### src/rtl/uart_rx_ext_if.sv
// rtl/uart_rx_ext_if.sv - received-word valid/ready handshake and status of uart_rx_ext
interface uart_rx_ext_if #(
    parameter int DATA_BITS = 8
);
    logic [DATA_BITS-1:0] o_data;
    logic                 o_valid;
    logic                 i_ready;
    logic                 o_parity_err;
    logic                 o_frame_err;
    logic                 o_overrun;
    logic                 o_busy;

    modport master (
        output o_data, o_valid, o_parity_err, o_frame_err, o_overrun, o_busy,
        input  i_ready
    );

    modport slave (
        input  o_data, o_valid, o_parity_err, o_frame_err, o_overrun, o_busy,
        output i_ready
    );
endinterface

### src/rtl/uart_rx_ext.sv
// rtl/uart_rx_ext.sv - parametrised UART receiver with valid/ready word register
// Optional macro UART_RX_MAJORITY_EN: 2-of-3 vote around each sample point, one cycle later.
module uart_rx_ext #(
    parameter int CLK_FREQ  = 250000,
    parameter int BAUD      = 9600,
    parameter int DATA_BITS = 8,
    parameter int PARITY    = 0,
    parameter int STOP_BITS = 1
) (
    input  logic          i_clk,
    input  logic          i_rst,
    input  logic          i_in,
    uart_rx_ext_if.master rx_if
);
    localparam int CPB  = CLK_FREQ / BAUD;
    localparam int HALF = CPB / 2;
    localparam int CW   = $clog2(CPB) + 1;
    localparam logic [CW-1:0] CNT_HALF  = CW'(HALF - 1);
    localparam logic [CW-1:0] CNT_BIT   = CW'(CPB - 1);
    localparam logic [3:0]    LAST_DATA = 4'(DATA_BITS - 1);
    localparam logic [3:0]    LAST_STOP = 4'(STOP_BITS - 1);
    localparam logic          PAR_ODD   = (PARITY == 1);

    typedef enum logic [2:0] {
        S_IDLE, S_START, S_DATA, S_PARITY, S_STOP, S_DONE
    } state_t;

    state_t               state, state_n;
    logic                 sync1, rx;
    logic [CW-1:0]        cnt, cnt_n;
    logic [3:0]           idx, idx_n;
    logic [DATA_BITS-1:0] shreg, shreg_n;
    logic                 par_err, par_err_n;
    logic                 frm_err, frm_err_n;
    logic                 armed, armed_n;
    logic [DATA_BITS-1:0] data_q, data_n;
    logic                 valid_q, valid_n;
    logic                 perr_q, perr_n;
    logic                 ferr_q, ferr_n;
    logic                 ovr_q, ovr_n;
    logic                 sampling, at_point, strobe, bit_val;

    always_ff @(posedge i_clk or posedge i_rst) begin
        if (i_rst) begin
            sync1 <= 1'b1;
            rx    <= 1'b1;
        end else begin
            sync1 <= i_in;
            rx    <= sync1;
        end
    end

    assign sampling = (state == S_START) || (state == S_DATA) ||
                      (state == S_PARITY) || (state == S_STOP);
    assign at_point = sampling && (cnt == '0);

`ifdef UART_RX_MAJORITY_EN
    // Decision is taken one edge after the sample point, once the +1 sample exists.
    logic rx_d1, rx_d2, point_d;

    always_ff @(posedge i_clk or posedge i_rst) begin
        if (i_rst) begin
            rx_d1   <= 1'b1;
            rx_d2   <= 1'b1;
            point_d <= 1'b0;
        end else begin
            rx_d1   <= rx;
            rx_d2   <= rx_d1;
            point_d <= at_point;
        end
    end

    assign strobe  = point_d;
    assign bit_val = (rx & rx_d1) | (rx & rx_d2) | (rx_d1 & rx_d2);
`else
    assign strobe  = at_point;
    assign bit_val = rx;
`endif

    always_ff @(posedge i_clk or posedge i_rst) begin
        if (i_rst) begin
            state   <= S_IDLE;
            cnt     <= '0;
            idx     <= '0;
            shreg   <= '0;
            par_err <= 1'b0;
            frm_err <= 1'b0;
            armed   <= 1'b0;
            data_q  <= '0;
            valid_q <= 1'b0;
            perr_q  <= 1'b0;
            ferr_q  <= 1'b0;
            ovr_q   <= 1'b0;
        end else begin
            state   <= state_n;
            cnt     <= cnt_n;
            idx     <= idx_n;
            shreg   <= shreg_n;
            par_err <= par_err_n;
            frm_err <= frm_err_n;
            armed   <= armed_n;
            data_q  <= data_n;
            valid_q <= valid_n;
            perr_q  <= perr_n;
            ferr_q  <= ferr_n;
            ovr_q   <= ovr_n;
        end
    end

    always_comb begin
        state_n   = state;
        cnt_n     = cnt;
        idx_n     = idx;
        shreg_n   = shreg;
        par_err_n = par_err;
        frm_err_n = frm_err;
        armed_n   = armed | rx;
        data_n    = data_q;
        perr_n    = perr_q;
        ferr_n    = 1'b0;
        ovr_n     = 1'b0;
        valid_n   = valid_q & ~rx_if.i_ready;

        if (sampling) begin
            cnt_n = (cnt == '0) ? CNT_BIT : cnt - CW'(1);
        end

        case (state)
            S_IDLE: begin
                if (armed && !rx) begin
                    cnt_n   = CNT_HALF;
                    state_n = S_START;
                end
            end
            S_START: begin
                if (strobe) begin
                    if (bit_val) begin
                        state_n = S_IDLE;
                    end else begin
                        state_n   = S_DATA;
                        idx_n     = '0;
                        par_err_n = 1'b0;
                        frm_err_n = 1'b0;
                    end
                end
            end
            S_DATA: begin
                if (strobe) begin
                    // LSB arrives first, so after DATA_BITS right shifts it sits at bit 0.
                    shreg_n = {bit_val, shreg[DATA_BITS-1:1]};
                    if (idx == LAST_DATA) begin
                        idx_n   = '0;
                        state_n = (PARITY != 0) ? S_PARITY : S_STOP;
                    end else begin
                        idx_n = idx + 4'd1;
                    end
                end
            end
            S_PARITY: begin
                if (strobe) begin
                    par_err_n = (((^shreg) ^ bit_val) != PAR_ODD);
                    state_n   = S_STOP;
                end
            end
            S_STOP: begin
                if (strobe) begin
                    if (!bit_val) begin
                        frm_err_n = 1'b1;
                    end
                    if (idx == LAST_STOP) begin
                        state_n = S_DONE;
                    end else begin
                        idx_n = idx + 4'd1;
                    end
                end
            end
            S_DONE: begin
                state_n = S_IDLE;
                if (frm_err) begin
                    ferr_n  = 1'b1;
                    armed_n = 1'b0;
                end else if (valid_q && !rx_if.i_ready) begin
                    ovr_n = 1'b1;
                end else begin
                    data_n  = shreg;
                    perr_n  = par_err;
                    valid_n = 1'b1;
                end
            end
            default: begin
                state_n = S_IDLE;
            end
        endcase
    end

    assign rx_if.o_data       = data_q;
    assign rx_if.o_valid      = valid_q;
    assign rx_if.o_parity_err = perr_q;
    assign rx_if.o_frame_err  = ferr_q;
    assign rx_if.o_overrun    = ovr_q;
    assign rx_if.o_busy       = (state != S_IDLE);
endmodule

### src/flat_wrapper.sv
// flat-port wrapper written by rule: the top's interface ports become plain ports
module uart_rx_ext_flat 
#(
    parameter int CLK_FREQ  = 250000,
    parameter int BAUD      = 9600,
    parameter int DATA_BITS = 8,
    parameter int PARITY    = 0,
    parameter int STOP_BITS = 1
)
  (i_clk, i_rst, i_in, rx_if_o_data, rx_if_o_valid, rx_if_o_parity_err, rx_if_o_frame_err, rx_if_o_overrun, rx_if_o_busy, rx_if_i_ready);
  uart_rx_ext_if #(.DATA_BITS(DATA_BITS)) rx_if_i ();
  input  logic i_clk;
  input  logic i_rst;
  input  logic i_in;
  output wire logic [$bits(rx_if_i.o_data)-1:0] rx_if_o_data;
  output wire logic [$bits(rx_if_i.o_valid)-1:0] rx_if_o_valid;
  output wire logic [$bits(rx_if_i.o_parity_err)-1:0] rx_if_o_parity_err;
  output wire logic [$bits(rx_if_i.o_frame_err)-1:0] rx_if_o_frame_err;
  output wire logic [$bits(rx_if_i.o_overrun)-1:0] rx_if_o_overrun;
  output wire logic [$bits(rx_if_i.o_busy)-1:0] rx_if_o_busy;
  input wire logic [$bits(rx_if_i.i_ready)-1:0] rx_if_i_ready;
  assign rx_if_o_data = rx_if_i.o_data;
  assign rx_if_o_valid = rx_if_i.o_valid;
  assign rx_if_o_parity_err = rx_if_i.o_parity_err;
  assign rx_if_o_frame_err = rx_if_i.o_frame_err;
  assign rx_if_o_overrun = rx_if_i.o_overrun;
  assign rx_if_o_busy = rx_if_i.o_busy;
  assign rx_if_i.i_ready = rx_if_i_ready;
  uart_rx_ext #(.CLK_FREQ(CLK_FREQ), .BAUD(BAUD), .DATA_BITS(DATA_BITS), .PARITY(PARITY), .STOP_BITS(STOP_BITS)) u_core (.i_clk(i_clk), .i_rst(i_rst), .i_in(i_in), .rx_if(rx_if_i));
endmodule
### config.mk
export PLATFORM = sky130hd
export DESIGN_NAME = uart_rx_ext_flat
export DESIGN_NICKNAME = d
export VERILOG_FILES = /design/src/rtl/uart_rx_ext_if.sv /design/src/rtl/uart_rx_ext.sv /design/src/flat_wrapper.sv
export SDC_FILE = /design/constraint.sdc
export NUM_CORES = 1
export LEC_CHECK = 0
export CORE_ASPECT_RATIO = 1.5
export CORE_MARGIN = 4
export CORE_UTILIZATION = 56
export CTS_CLUSTER_DIAMETER = 30
export DETAILED_ROUTE_END_ITERATION = 6
export GPL_ROUTABILITY_DRIVEN = 0
export HOLD_SLACK_MARGIN = 0.15
export PLACE_DENSITY = 0.78
export SYNTH_ARGS = -nofsm -noshare
export SYNTH_HDL_FRONTEND = slang
export SYNTH_SLANG_ARGS = --single-unit
### constraint.sdc
create_clock -name i_clk -period 3 [get_ports i_clk]
set_clock_uncertainty 0.2 [all_clocks]
set_input_delay 0.75 -clock i_clk [delete_from_list [all_inputs] [get_ports i_clk]]
set_output_delay 0.75 -clock i_clk [all_outputs]
set_load 0.1 [all_outputs]
==> flow_summary.html <==
<table>
<tr><th>Metric</th><th>Value</th></tr>
<tr><th colspan="2">Clock network</th></tr>
<tr><td>Clk sinks</td><td>38</td></tr>
<tr><td>Buffer type at the clock tree root</td><td>clkbuf_8</td></tr>
<tr><td>Level count of the clock H-tree</td><td>2</td></tr>
<tr><td>Clk_lat worst skew</td><td>0.28 ns</td></tr>
<tr><td>Clock buffer depth</td><td>2</td></tr>
<tr><td>Number of clock buffers inserted by TritonCTS</td><td>5</td></tr>
<tr><td>Total setup buffers inserted after CTS</td><td>0</td></tr>
<tr><td>Clock transition at path regs</td><td>0.07 ns</td></tr>
<tr><td>TritonCTS clock tree</td><td>built</td></tr>
<tr><td>Hold Buf Count CTS</td><td>0</td></tr>
<tr><td>Post-CTS resize count</td><td>0</td></tr>
<tr><th colspan="2">Routing</th></tr>
<tr><td>Starting DRT DRC Count</td><td>24</td></tr>
<tr><td>Number of nets still failing antenna checks after routing</td><td>0</td></tr>
<tr><td>Post-route DRC</td><td>0</td></tr>
<tr><td>TritonRoute pass-1 iters</td><td>4</td></tr>
<tr><td>Average routed wire per standard cell</td><td>15.16 um</td></tr>
<tr><td>Wirelength, routed</td><td>3304 um</td></tr>
<tr><td>Via count of the routed design</td><td>1237</td></tr>
<tr><td>Detail-routed via count per cell</td><td>5.674</td></tr>
<tr><th colspan="2">STA</th></tr>
<tr><td>Shortest clock period the worst path allows after layout</td><td>2.619 ns</td></tr>
<tr><td>Count of endpoints failing hold in the final timing report</td><td>0</td></tr>
<tr><td>Number of slew-limit violations in the final report</td><td>0</td></tr>
<tr><td>Rel. slew slack</td><td>64.04%</td></tr>
<tr><td>Sum Neg Setup Slack</td><td>0 ns</td></tr>
<tr><td>Transition time at the pin with the least slew margin</td><td>0.5357 ns</td></tr>
<tr><td>Final hold slack</td><td>0.1565 ns</td></tr>
<tr><td>Number of failing setup endpoints in the final timing report</td><td>0</td></tr>
<tr><td>Fmax achieved</td><td>381.8 MHz</td></tr>
<tr><td>Crit share post-route</td><td>87.31%</td></tr>
<tr><td>Setup repair after global routing missed its margin</td><td>no</td></tr>
<tr><th colspan="2">Power</th></tr>
<tr><td>Total power</td><td>1.531 mW</td></tr>
<tr><td>Sequential share of power</td><td>46.6%</td></tr>
<tr><td>Worst vdd ir</td><td>0.4508 mV</td></tr>
<tr><td>Clk network pwr share</td><td>27.0%</td></tr>
<tr><td>Leakage dissipation</td><td>1.000 nW</td></tr>
<tr><td>Power per standard cell area</td><td>728.9 nW/um^2</td></tr>
<tr><td>Internal power</td><td>1.055 mW</td></tr>
<tr><td>Switching fraction of total power</td><td>31.13%</td></tr>
<tr><td>Logic gate share of total power</td><td>26.4%</td></tr>
<tr><td>Switching power total</td><td>0.4768 mW</td></tr>
<tr><th colspan="2">Worst setup path</th></tr>
<tr><td>Worst reg-to-reg path cell count</td><td>6</td></tr>
<tr><td>Worst R2R End</td><td>u_core.shreg[2]$_DFFE_PP0P_</td></tr>
<tr><td>Critical path peak fanout</td><td>9</td></tr>
<tr><td>CP Data Required Time</td><td>2.97 ns</td></tr>
<tr><td>Crit path launch</td><td>u_core.cnt[0]$_DFF_PP0_</td></tr>
<tr><td>Worst setup slack for register-to-register paths</td><td>0.38 ns</td></tr>
<tr><td>Critical path arrival</td><td>2.59 ns</td></tr>
<tr><td>Setup Crit Path Kind</td><td>flip-flop to flip-flop</td></tr>
<tr><td>Worst flop-to-flop path startpoint</td><td>u_core.cnt[0]$_DFF_PP0_</td></tr>
<tr><td>Endpoint kind of the worst setup timing path</td><td>flip-flop</td></tr>
<tr><td>Setup crit start kind</td><td>flip-flop</td></tr>
<tr><td>CP endpoint</td><td>u_core.shreg[2]$_DFFE_PP0P_</td></tr>
<tr><th colspan="2">Global route</th></tr>
<tr><td>Final global-route overflow total</td><td>0</td></tr>
<tr><td>Global-route wire length before repair</td><td>5858 um</td></tr>
<tr><td>Largest net degree at the start of global routing</td><td>31</td></tr>
<tr><td>Number of global-route vias before repair</td><td>1245</td></tr>
<tr><td>Antenna violations before repair</td><td>0</td></tr>
<tr><td>Total GRT Usage</td><td>19.13%</td></tr>
<tr><th colspan="2">Floorplanning</th></tr>
<tr><td>Die ar.</td><td>4277 sq um</td></tr>
<tr><td>Core area</td><td>3159 sq um</td></tr>
<tr><td>Standard-cell rows</td><td>25</td></tr>
<tr><td>Starting density of the core</td><td>58.10%</td></tr>
<tr><td>DIE WIDTH</td><td>54.75 um</td></tr>
<tr><td>Die Y-Extent</td><td>78.12 um</td></tr>
<tr><td>Count of boundary I/O pins</td><td>17</td></tr>
<tr><th colspan="2">Yosys</th></tr>
<tr><td>Post-synth EDFFs</td><td>0</td></tr>
<tr><td>Most frequent cells after synthesis</td><td>dfrtp_1 (36), mux2_2 (17), nor2_1 (11)</td></tr>
<tr><td>Avg Cell Area, Syn</td><td>11.54 sq um</td></tr>
<tr><td>Cell count after synthesis</td><td>159</td></tr>
<tr><td>Number of warnings issued by yosys</td><td>0</td></tr>
<tr><td>Total of flip-flops plus latches after synthesis</td><td>38</td></tr>
<tr><td>Dominant synthesized flop cell</td><td>dfrtp_1</td></tr>
<tr><td>Library cell with the highest instance count after synthesis</td><td>dfrtp_1</td></tr>
<tr><td>Post-synthesis instance area</td><td>1836 sq um</td></tr>
<tr><td>Largest cells by area after synthesis</td><td>dfrtp_1 (49%), mux2_2 (10%), dfstp_2 (2.9%)</td></tr>
<tr><td>Largest area contributor in the synthesized netlist</td><td>dfrtp_1</td></tr>
<tr><td>Count of different cell masters after synthesis</td><td>47</td></tr>
<tr><td>Sequential area share after synthesis</td><td>51.94%</td></tr>
<tr><td>Top-area cell type share of the netlist area</td><td>49.08%</td></tr>
<tr><td>Share of flip-flops with an asynchronous set or reset</td><td>100.0%</td></tr>
<tr><td>Net count after synthesis</td><td>166</td></tr>
<tr><th colspan="2">Placed design</th></tr>
<tr><td>IO buf count</td><td>16</td></tr>
<tr><td>HPWL after detailed placement</td><td>2396 um</td></tr>
<tr><td>Number of cells in the design after placement</td><td>210</td></tr>
<tr><th colspan="2">Final layout</th></tr>
<tr><td>Layout Cells excl Fill</td><td>218</td></tr>
<tr><td>Diode insertion count for antenna repair</td><td>0</td></tr>
<tr><td>Nets</td><td>184</td></tr>
<tr><td>Ratio of cells with drive above 1 in the final layout</td><td>25.28%</td></tr>
<tr><td>Area overhead of the layout relative to synthesis</td><td>14.45%</td></tr>
<tr><th colspan="2">Outcome</th></tr>
<tr><td>Run status</td><td>completed</td></tr>
<tr><th colspan="2">Min path</th></tr>
<tr><td>Worst min-delay path class</td><td>flip-flop to flip-flop</td></tr>
<tr><th colspan="2">Job</th></tr>
<tr><td>Number of maximum-capacitance constraint violations</td><td>0</td></tr>
</table>
routing by layer:
metal / track usage [%] / share of wire [%]
met5: 0 / 0
met4: 8.978 / 2.3
met3: 4.554 / 3.2
met2: 31.64 / 54
met1: 22.21 / 40
power groups by stage:
stage                     Sequential, mW  Clock (mW)  Combinational [mW]
after global placement             0.716           0               0.391
after global routing               0.729       0.455               0.463
after CTS                          0.714       0.428               0.407
final                              0.714       0.413               0.404
after floorplan                    0.680           0               0.356
after detailed placement           0.723           0               0.401
registers in the layout (all words and copies together) (netlist names), 3 cells and up:
signal and flops:
u_core.rx_if.o_data 8, u_core.idx 4, u_core.cnt 6, u_core.shreg 8, u_core.state 3
worst min-delay path by stage:
stage,from,depth (start not counted),slack (ns),to
2_1_floorplan,u_core.sync1$_DFF_PP1_,0,0.15,u_core.bit_val$_DFF_PP1_
3_3_place_gp,u_core.sync1$_DFF_PP1_,0,0.15,u_core.bit_val$_DFF_PP1_
3_5_place_dp,u_core.sync1$_DFF_PP1_,0,0.15,u_core.bit_val$_DFF_PP1_
4_1_cts,u_core.sync1$_DFF_PP1_,0,0.16,u_core.bit_val$_DFF_PP1_
5_1_grt,u_core.sync1$_DFF_PP1_,0,0.16,u_core.bit_val$_DFF_PP1_
6_report,u_core.sync1$_DFF_PP1_,0,0.16,u_core.bit_val$_DFF_PP1_
through the flow:
step / area, sq um / worst slack (ns) / util [%]
after floorplan: 1836 / 0.4055 / -
after global placement: 1994 / 0.4661 / 63.13
after detailed placement: 1994 / 0.3973 / 63.13
after CTS: 2101 / 0.3817 / 66.50
after global routing: 2101 / 0.2509 / 66.50
final: 2101 / 0.3808 / 66.50
final cells by class:
class                      instances  area, sq um
timing repair buffer              18        142.6
clock inverter                     1        30.03
multi-input combinational        107        822.0
tap                               40        50.05
inverter                           7        26.28
clock buffer                       7        76.32
sequential                        38        953.4
fill                             255         1059
critical path, cell delays in order, from the launching register on:
cell and delay (ns):
dfrtp_1 0.41, inv_1 0.07, ha_1 0.20, or4b_4 0.48
or2_1 0.35, nor3_4 0.40, mux2_2 0.39
kinds of logic (layout without fill, tap and decap cells):
kind of cell | count (synthesis) | in the layout | share of synthesized area, %
flip-flops | 38 | 38 | 51.94
AND/OR/NAND/NOR | 51 | 51 | 16.84
multiplexers | 17 | 17 | 10.43
adder cells (fa/ha/maj) | 3 | 3 | 2.045
buffers and inverters | 14 | 33 | 3.272
AO/OA/AOI/OAI | 26 | 26 | 9.954
XOR/XNOR | 10 | 10 | 5.522
cells in the final DEF (no fill, tap or decap), types with 3 or more instances in the layout:
cell / instances
dfrtp_1: 36
clkbuf_8: 5
clkdlybuf4s50_1: 3
nand3_1: 4
buf_4: 15
o21ai_0: 6
mux2_2: 17
xor2_1: 3
xnor2_1: 6
o31ai_1: 3
nand2_1: 4
and2_1: 3
nand3b_1: 4
nand2b_1: 7
inv_1: 7
ha_1: 3
nor2_1: 11
Power figures use the tool's default switching activity.
